### src/rtl/sync_debounce.sv
// Multi-channel input conditioner: synchroniser chain, debounce filter,
// registered rise/fall pulses and a sticky per-channel event flag.
module sync_debounce #(
    parameter int unsigned      WIDTH     = 4,
    parameter int unsigned      STAGES    = 2,
    parameter int unsigned      DB_CYCLES = 4,
    parameter logic [WIDTH-1:0] RST_VAL   = '0
) (
    input  logic             clk,
    input  logic             rst,
    input  logic [WIDTH-1:0] async_in,
    input  logic [WIDTH-1:0] evt_clr,
    output logic [WIDTH-1:0] sync_out,
    output logic [WIDTH-1:0] stable_out,
    output logic [WIDTH-1:0] rise,
    output logic [WIDTH-1:0] fall,
    output logic [WIDTH-1:0] evt_pend
);

    localparam int unsigned      CNT_W   = (DB_CYCLES > 1) ? $clog2(DB_CYCLES) : 1;
    localparam logic [CNT_W-1:0] CNT_MAX = CNT_W'(DB_CYCLES - 1);

    logic [STAGES-1:0][WIDTH-1:0] sync_q;
    logic [WIDTH-1:0]             sync_d;

    // Plain shift chain; no logic between stages
    always_ff @(posedge clk or posedge rst) begin
        if (rst) begin
            sync_q <= {STAGES{RST_VAL}};
        end else begin
            sync_q <= {sync_q[STAGES-2:0], async_in};
        end
    end

    assign sync_out = sync_q[STAGES-1];
    // Debounce judges the level sync_out takes at this edge, so acceptance
    // lands STAGES+DB_CYCLES-1 edges after first capture.
    assign sync_d   = sync_q[STAGES-2];

    for (genvar i = 0; i < WIDTH; i++) begin : g_ch
        logic [CNT_W-1:0] cnt_q;
        logic             stable_q;
        logic             rise_q;
        logic             fall_q;
        logic             evt_q;
        logic             accept_c;

        assign accept_c = (sync_d[i] != stable_q) && (cnt_q == CNT_MAX);

        always_ff @(posedge clk or posedge rst) begin
            if (rst) begin
                cnt_q    <= '0;
                stable_q <= RST_VAL[i];
                rise_q   <= 1'b0;
                fall_q   <= 1'b0;
                evt_q    <= 1'b0;
            end else begin
                rise_q <= accept_c &  sync_d[i];
                fall_q <= accept_c & ~sync_d[i];
                // A pulse arriving with a clear still sets the flag
                evt_q  <= (evt_q & ~evt_clr[i]) | rise_q | fall_q;
                if (sync_d[i] == stable_q) begin
                    cnt_q <= '0;
                end else if (accept_c) begin
                    stable_q <= sync_d[i];
                    cnt_q    <= '0;
                end else begin
                    cnt_q <= cnt_q + CNT_W'(1);
                end
            end
        end

        assign stable_out[i] = stable_q;
        assign rise[i]       = rise_q;
        assign fall[i]       = fall_q;
        assign evt_pend[i]   = evt_q;
    end

endmodule

### config.mk
export PLATFORM = sky130hd
export DESIGN_NAME = sync_debounce
export DESIGN_NICKNAME = d
export VERILOG_FILES = /design/src/rtl/sync_debounce.sv
export SDC_FILE = /design/constraint.sdc
export NUM_CORES = 1
export LEC_CHECK = 0
export ABC_AREA = 1
export ABC_CLOCK_PERIOD_IN_PS = 1300
export CORE_MARGIN = 1.5
export CORE_UTILIZATION = 48
export DETAILED_ROUTE_END_ITERATION = 7
export HOLD_SLACK_MARGIN = 0.05
export PLACE_DENSITY = 0.84
export SKIP_CTS_REPAIR_TIMING = 1
export SLEW_MARGIN = 20
export SYNTH_ARGS = -nofsm -noshare
export SYNTH_HDL_FRONTEND = slang
export SYNTH_SLANG_ARGS = --single-unit
### constraint.sdc
create_clock -name clk -period 1.3 [get_ports clk]
set_clock_uncertainty 0.1 [all_clocks]
set_input_delay 0.195 -clock clk [delete_from_list [all_inputs] [get_ports clk]]
set_output_delay 0.195 -clock clk [all_outputs]
set_load 0.02 [all_outputs]
==> flow_summary.ini <==
[clock_tree]
cts_made_buffers = 5
clk_latency_ns = 0.31
cts.root.buffer_cell = clkbuf_4
path_clk_slew_ns = 0.09
tritoncts = built
clk_path_buf_depth = 2
cts-htree-levels = 2
clock-sinks = 32

[logic_synthesis]
synth-compound-area-share_pct = 6.36
synth_most_common_cell = dfrtp_1
synth_top_area_share_pct = 63.6
muxShareOfSynthArea_pct = 0
yosys.area_share.simple_pct = 9.14
synth_edf_count = 0
synth_flop_cell = dfrtp_1
yosysWarningCount = 0
postSynthAreaPerCell_um2 = 10.4
synth_fa_ha_area_share_pct = 3.97
synth_area_leader_cell = dfrtp_1
synth_area_leaders = dfrtp_1 64%, buf_4 9.5%, inv_1 6.3%
synth_top_family_by_area = buffers and inverters
yosysUniqueCellTypes = 11
syn_nets = 135
syn_inst = 121
netlist_top_cells_count = 32 x dfrtp_1, 21 x inv_1, 16 x buf_4
ys_seq_elements = 32
postSynth.asyncResetShare_pct = 100
netlist_area_um2 = 1260
synth-xor-area-share_pct = 0
ys_seq_area_share_pct = 63.6

[setup_path]
cp.buffers_inverters = 1
worstSetupStartpointType = flip-flop
crit_family = flip-flops
cp.required_ns = 1.00
slowest_stage = dfrtp_1
slowest_delay_ns = 0.39
worstSetupEndpointType = output pin
crit_type = flip-flop to output pin
worstPathArrival_ns = 0.91
path_cells = dlymetal6s2s_1
cp_max_fo = 2

[die]
dieHeight_um = 54.2
initial_core_util_pct = 50.9
dieArea_um2 = 2940
core_area_um2 = 2480
rows = 18
pin_count = 30
die_x_um = 54.2

[sta]
max_slew.worst_pin.slew_ns = 0.244
rsz0062_at_grt = no
setup_viol = 0
relSlewSlack_pct = 83.7
period_minus_slack_ns = 1.21
report.final.slew_viol_count = 0
fin_crit_sh_pct = 93.0
whs_ns = 0.119
hold_violations = 0
fmax_ghz = 0.827

[placed_design]
gp_congestion = 0.654
dp_hpwl_mm = 1.47
port_buffers = 29

[global_route]
grt_pass1_wl_mm = 3.04
grt_max_degree = 33
track_usage_pct = 15.8
antenna_found_initial = 0
grt-ovfl-total = 0
grt_pass1_vias = 735

[power]
power_density_nw_per_um2 = 1750
total_leakage_power_nw = 1.08
total_power_w = 0.00285
peakVddDrop_uv = 1150

[finish]
nNetsFinal = 160
num-fill-cells = 208
insertedDiodeCount = 0
drive_gt1_share_pct = 12.9
area_growth_pct = 29.1

[detailed_routing]
routedWlPerCell_um = 10.8
vias = 803
drcViolationCount = 0
detail-route-antenna-nets = 0
drt_iter0_drc = 7
drtPass1Iterations = 4
wirelength_mm = 1.92
avgViaCountPerCell = 4.54

[job]
drv_cap = 0

[status]
status = complete, no violations

[worst_hold_path]
hold_path_class = primary input to asynchronous set/reset pin
## final timing paths
kind | slack, ns | endpoint | cells after the start | startpoint
setup / recovery | 0.09 | fall[2] | 1 | g_ch[2].fall_q
min in group clk | 0.21 | sync_d[1] | 1 | async_in[1]
setup reg to reg | 0.21 | g_ch[0].cnt_q[0] | 4 | g_ch[0].cnt_q[0]
max in group asynchronous | 0.82 | g_ch[0].cnt_q[1] | 3 | rst
hold reg to reg | 0.33 | sync_out[0] | 0 | sync_d[0]
hold / removal | 0.12 | g_ch[2].cnt_q[0] | 3 | rst
## through the flow
stage | worst slack [ns] | instance area, um^2 | cells | util [%] | TNS [ns]
after detailed placement | 0.0596 | 1520 | 169 | 61.3 | 0
final | 0.0914 | 1630 | 177 | 65.7 | 0
after CTS | -0.302 | 1580 | 177 | 63.6 | -5.53
after floorplan | 0.314 | 1260 | 121 | - | 0
after global routing | 0.0366 | 1630 | 177 | 65.7 | 0
after global placement | 0.0682 | 1520 | 169 | 61.3 | 0
## registers in the layout, summed over array words and instances, names as in the netlist
name,cells
g_ch.cnt_q,8
g_ch.rise_q,4
g_ch.stable_q,4
g_ch.evt_q,4
sync_out,4
sync_d,4
g_ch.fall_q,4
## kinds of logic after synthesis
group                      count (synthesis)
DFF                                       32
adders and majority gates                  4
buffers and inverters                     41
and+or+nand+nor                           28
AOI/OAI and AO/OA                         16
## final cells by class
| cell class | count | area [um^2] | share of cell area, % |
|---|---|---|---|
| Multi-Input combinational cell | 48 | 245 | 15.1 |
| Clock buffer | 8 | 58.8 | 3.62 |
| Sequential cell | 32 | 801 | 49.2 |
| Timing Repair Buffer | 34 | 390 | 24.0 |
| Inverter | 25 | 93.8 | 5.77 |
| Tap cell | 30 | 37.5 | 2.31 |
## per-layer routing
layer / vias to the layer above / global-route usage [%] / share of wire, %
met1: 380 / 14.9 / 34
met4: 0 / 7.50 / 0.99
met3: 2 / 7.65 / 6.3
met2: 21 / 28.3 / 58
li1: 400 / - / -
met5: - / 0 / 0
## worst reg2reg max path, cell delays in order (launching register included)
cell and delay (ns):
dfrtp_1 0.40, ha_1 0.24, inv_1 0.10, nand2_1 0.06, a21oi_1 0.12
## power breakdown
group / internal, W / total (W) / leakage [nW] / switching [W]
clock network: 0.000267 / 0.000563 / 0.0326 / 0.000297
logic: 0.000435 / 0.000959 / 0.635 / 0.000525
registers: 0.00122 / 0.00133 / 0.414 / 0.000105
total: 0.00192 / 0.00285 / 1.08 / 0.000926
## cells in the final DEF, fill, tap and decap left out
| cell type | n |
|---|---|
| a21oi_1 | 8 |
| buf_12 | 1 |
| buf_4 | 4 |
| clkbuf_1 | 2 |
| clkbuf_4 | 5 |
| clkbuf_8 | 1 |
| clkdlybuf4s50_1 | 9 |
| dfrtp_1 | 32 |
| dlymetal6s2s_1 | 20 |
| ha_1 | 4 |
| inv_1 | 21 |
| inv_2 | 4 |
| nand2_1 | 12 |
| nand2_2 | 4 |
| nor2_1 | 12 |
| o21ai_0 | 4 |
| o21ai_1 | 4 |
Power figures use the tool's default switching activity.
